File: src/rtl/regfile_wr_arbiter.sv
// -----------------------------------------------------------------------------
// regfile_wr_arbiter
//
// Owns the single write port of the 32x32 MIPS register file. After reset it
// clears every register through that port, one register per cycle. It then
// shares the port between two writeback requesters (A: pipeline writeback,
// B: multicycle/load unit) using valid/ready handshakes and round-robin
// arbitration. The outputs drive RegWrite/Write_reg/Write_data directly.
//
// Ports:
//   clk         rising-edge clock
//   rst         asynchronous, active-low reset
//   a_valid     requester A has a write pending
//   a_ready     A's request is accepted this cycle
//   a_addr      A's destination register
//   a_data      A's write data
//   b_valid     requester B has a write pending
//   b_ready     B's request is accepted this cycle
//   b_addr      B's destination register
//   b_data      B's write data
//   RegWrite    register-file write enable (registered)
//   Write_reg   register-file write address (registered)
//   Write_data  register-file write data (registered)
//   init_done   high once the init clear has completed (registered)
// -----------------------------------------------------------------------------
module regfile_wr_arbiter #(
    parameter int                NUM_REGS   = 32,
    parameter int                ADDR_W     = 5,
    parameter int                DATA_W     = 32,
    parameter logic [DATA_W-1:0] INIT_VALUE = '0
) (
    input  logic              clk,
    input  logic              rst,
    input  logic              a_valid,
    output logic              a_ready,
    input  logic [ADDR_W-1:0] a_addr,
    input  logic [DATA_W-1:0] a_data,
    input  logic              b_valid,
    output logic              b_ready,
    input  logic [ADDR_W-1:0] b_addr,
    input  logic [DATA_W-1:0] b_data,
    output logic              RegWrite,
    output logic [ADDR_W-1:0] Write_reg,
    output logic [DATA_W-1:0] Write_data,
    output logic              init_done
);

    typedef enum logic {INIT, RUN} state_t;
    typedef enum logic {GRANT_A, GRANT_B} grant_t;

    localparam logic [ADDR_W-1:0] LAST_REG = ADDR_W'(NUM_REGS - 1);

    state_t            state, state_next;
    grant_t            last_grant;
    logic [ADDR_W-1:0] cnt;
    logic              a_xfer, b_xfer;

    // ---------------------------------------------------------------- readies
    // NOTE: every output of a combinational block gets a default first, so
    // no path through the block can leave a value unassigned and infer a latch.
    always_comb begin
        a_ready = 1'b0;
        b_ready = 1'b0;
        if (state == RUN) begin
            if (a_valid && b_valid) begin
                // Round-robin: the requester that did not win last goes now.
                if (last_grant == GRANT_B) a_ready = 1'b1;
                else                       b_ready = 1'b1;
            end else if (a_valid) begin
                a_ready = 1'b1;
            end else if (b_valid) begin
                b_ready = 1'b1;
            end
        end
    end

    assign a_xfer = a_valid && a_ready;
    assign b_xfer = b_valid && b_ready;

    // ------------------------------------------------------------- next state
    always_comb begin
        state_next = state;
        if (state == INIT && cnt == LAST_REG) state_next = RUN;
    end

    // NOTE: sequential state uses non-blocking assignments so every register
    // samples the pre-edge values, independent of statement order.
    always_ff @(posedge clk or negedge rst) begin
        if (!rst) state <= INIT;
        else      state <= state_next;
    end

    // --------------------------------------------------- write port + counter
    always_ff @(posedge clk or negedge rst) begin
        if (!rst) begin
            cnt        <= '0;
            RegWrite   <= 1'b0;
            Write_reg  <= '0;
            Write_data <= '0;
            init_done  <= 1'b0;
            last_grant <= GRANT_B;
        end else begin
            case (state)
                INIT: begin
                    RegWrite   <= 1'b1;
                    Write_reg  <= cnt;
                    Write_data <= INIT_VALUE;
                    cnt        <= cnt + ADDR_W'(1);
                    if (cnt == LAST_REG) init_done <= 1'b1;
                end
                RUN: begin
                    // Default: no write this cycle; address and data hold.
                    RegWrite <= 1'b0;
                    if (a_xfer) begin
                        last_grant <= GRANT_A;
                        // Register 0 is hardwired: the handshake completes
                        // but nothing is written to the register file.
                        if (a_addr != '0) begin
                            RegWrite   <= 1'b1;
                            Write_reg  <= a_addr;
                            Write_data <= a_data;
                        end
                    end else if (b_xfer) begin
                        last_grant <= GRANT_B;
                        if (b_addr != '0) begin
                            RegWrite   <= 1'b1;
                            Write_reg  <= b_addr;
                            Write_data <= b_data;
                        end
                    end
                end
                default: RegWrite <= 1'b0;
            endcase
        end
    end

endmodule

File: config.mk
export PLATFORM = sky130hd
export DESIGN_NAME = regfile_wr_arbiter
export DESIGN_NICKNAME = d
export VERILOG_FILES = /design/src/rtl/regfile_wr_arbiter.sv
export SDC_FILE = /design/constraint.sdc
export NUM_CORES = 1
export LEC_CHECK = 0
export ABC_CLOCK_PERIOD_IN_PS = 2500
export CORE_MARGIN = 2
export CORE_UTILIZATION = 42
export CTS_BUF_LIST = sky130_fd_sc_hd__clkbuf_4 sky130_fd_sc_hd__clkbuf_8
export DETAILED_ROUTE_END_ITERATION = 6
export DONT_BUFFER_PORTS = 1
export PLACE_DENSITY = 0.54
export SYNTH_ARGS = -nofsm -noshare
export SYNTH_HDL_FRONTEND = slang
export SYNTH_SLANG_ARGS = --single-unit
File: constraint.sdc
create_clock -name clk -period 2.5 [get_ports clk]
set_input_delay 0.5 -clock clk [delete_from_list [all_inputs] [get_ports clk]]
set_output_delay 0.5 -clock clk [all_outputs]
set_load 0.02 [all_outputs]
==> run summary <==
top cells by area, synth: dfrtp_1, mux2_4, mux2_2, o21ai_0, nand3_1
CTS Buf Count: 5
Post-CTS Setup Bufs: 0
Antenna Nets Post-Route: 0
row count: 27
pre-CTS setup slack: 5.357 ps
initial antenna violation count: 0
worst hold path class: in -> async
Final Util: 48.24%
max reg flops: 32
WL/cell: 17.96 um
Cell Chain, Critical Path: or4_1 > nor4_1 > a31oi_2 > mux2_4
WP data arrival: 2630 ps
Core Region: 5574 um2
Unique masters post-synth: 28
htree depth: 2
first-pass GRT wire length: 8735 um
top-area cell type share of the netlist area: 44.85%
min Tclk post-route: 2454 ps
worst skew pair latency: 290 ps
RSZ-0062 raised after global routing: no
static leakage: 1.264 nW
Yosys reg bits: 45
Synth area leader: dfrtp_1
fin cells: 321
CTS tree: built
clock share of power: 23.0%
Top Ports: 119
dpl cells: 311
Critical R2R Capture: Write_data[14]
worst-margin pin slew: 1099 ps
Mean Syn Cell Area: 9.979 um2
Worst VDD drop: 0.0003226 V
switching share of power: 33.58%
DR iter-0 viols: 51
Slew HR: 26.49%
Mapped Area: 2455 um2
nets@finish: 328
GPL Wtd Cong: 0.7737
starting density of the core: 44.04%
status: finished, final reports clean
vias in the first global route: 1676
multi-input logic area: 1244 um2
Reg clk slew, reported paths: 80 ps
Max Root-Sink Buffers: 2
pin count of the biggest net entering global routing: 45
Area Growth Syn to Fin: 9.531%
Pre-Repair DR Iteration Count: 4
clk sinks: 45
FF-to-FF setup slack: 50 ps
M1 GR Usage: 22.62%
DRC: 0
setup ws final: 46.33 ps
FF/Latch Area: 1129 um2
critical path peak fanout: 13
Comb power frac: 19.6%
met2 Use GR: 28.67%
endpoints failing hold: 0
critical path startpoint: a_addr[0]
die width: 80.45 um
Crit Path Class: in -> reg
DR vias: 1811
Die H: 80.45 um
clk root buf: clkbuf_8
die area: 6472 um2
CP peak stage delay: 720 ps
grt ovf: 0
Pwr per Cell Area: 706.8 nW/um2
busiest metal layer after global routing: met2
Slew Limit Fails: 0
RR Startpoint: last_grant
period utilization: 98.15%
CP max-delay cell: nor4_1
P_int: 1.262 mW
Mapped Cells: 246
post-synthesis sequential area ratio: 45.92%
Total Wirelength: 5764 um
Max Cap Viol: 0
reg2reg path depth: 5
# fillers: 534
synth warn: 0
met3 Use GR: 5.843%
vias per inst: 5.642
P_sw: 638.3 uW
Setup TNS: 0 ps
crit start category: input pin
overall routing resource usage: 17.73%
Setup crit end kind: flop
antenna diode count: 0
Final Skew: 9.457 ps
port bufs: 0
register share of total power: 57.4%
Syn Nets: 326
# setup viols final: 0
dpl hpwl: 3944 um
critical path required time: 2670 ps
Max Fclk: 407.6 MHz
share of layout cells above drive strength 1: 26.91%
## area by class of cell
cell class,instances,share of cell area [%]
multi-input cells,179,46.25
well taps,72,3.350
flip-flops and latches,45,41.97
clock buffers,6,2.839
clock inverters,2,0.3723
inverters,2,0.2792
repair buffers,15,4.933
## Yosys cell counts (all sizes together)
cell type and instances:
dfstp 1, and2 3, nor2b 2, ha 2, o21ai 37, or4 2
xnor2 3, nand2 35, nand3 36, mux2 38, nor2 5, nor4 1
dfrtp 44, or2 1, and3 1, inv 2, buf 8, o211ai 1
a21oi 1, nand4b 1, mux2i 1, o221ai 1, clkbuf 13, a31oi 5
nand2b 2
## power by group through the flow
stage	Clock (mW)	Sequential [mW]	Combinational, mW
after floorplan	0	1.07	0.297
after global placement	0	1.11	0.349
after detailed placement	0	1.11	0.356
after CTS	0.458	1.10	0.376
after global routing	0.498	1.11	0.415
final	0.437	1.09	0.373
## kinds of logic (layout without fill, tap and decap cells)
| logic type | Yosys count | count (layout) | share of synthesized area (%) |
|---|---|---|---|
| simple gates | 89 | 89 | 16.97 |
| compound gates | 45 | 46 | 9.888 |
| flops | 45 | 45 | 45.92 |
| xor+xnor | 3 | 3 | 1.071 |
| fa+ha+maj | 2 | 2 | 1.019 |
| buf+inv | 23 | 25 | 4.536 |
| mux | 39 | 39 | 20.59 |
## per-stage QoR
stage,area [um2],power (mW),hold WS [ps]
2_1_floorplan,2455,1.372,204.4
3_3_place_gp,2562,1.458,205.8
3_5_place_dp,2562,1.462,205.6
4_1_cts,2676,1.929,27.63
5_1_grt,2689,2.022,18.41
6_report,2689,1.901,39.63
## repair_timing
item	in CTS	in global routing
hold buffers	1	0
gates resized for setup	0	0
endpoints found under the setup margin	1	14
cloned	0	1
hold endpoints to repair	44	0
pin swaps	1	0
## layout by cell type, fill, tap and decap left out, drive strengths merged, types with 3 or more instances in the layout
| cell | synthesis | routed |
|---|---|---|
| a31oi | 5 | 6 |
| and2 | 3 | 3 |
| buf | 8 | 15 |
| clkbuf | 13 | 6 |
| dfrtp | 44 | 44 |
| mux2 | 38 | 38 |
| nand2 | 35 | 35 |
| nand3 | 36 | 36 |
| nor2 | 5 | 5 |
| o21ai | 37 | 37 |
| xnor2 | 3 | 3 |
## worst max path at each step
| stage | end | slack (ps) |
|---|---|---|
| after floorplan | Write_data[10] | 500 |
| after global routing | Write_data[14] | 20 |
| after global placement | Write_reg[1] | 10 |
| final | Write_data[14] | 50 |
| after detailed placement | Write_data[31] | 5 |
| after CTS | Write_data[31] | 30 |
## worst max-delay path, delay by kind of cell
kind	cells	cell delay, ps
multiplexers	1	450
AO/OA/AOI/OAI	1	410
AND/OR/NAND/NOR	2	1260
## layer usage
layer  up-vias  routed length [um]
li1        868                   -
met1       861                2533
met2        77                2648
met3         5                 538
met4         0                  44
met5         -                   0
Note: power is estimated with default switching activity, not from simulation.
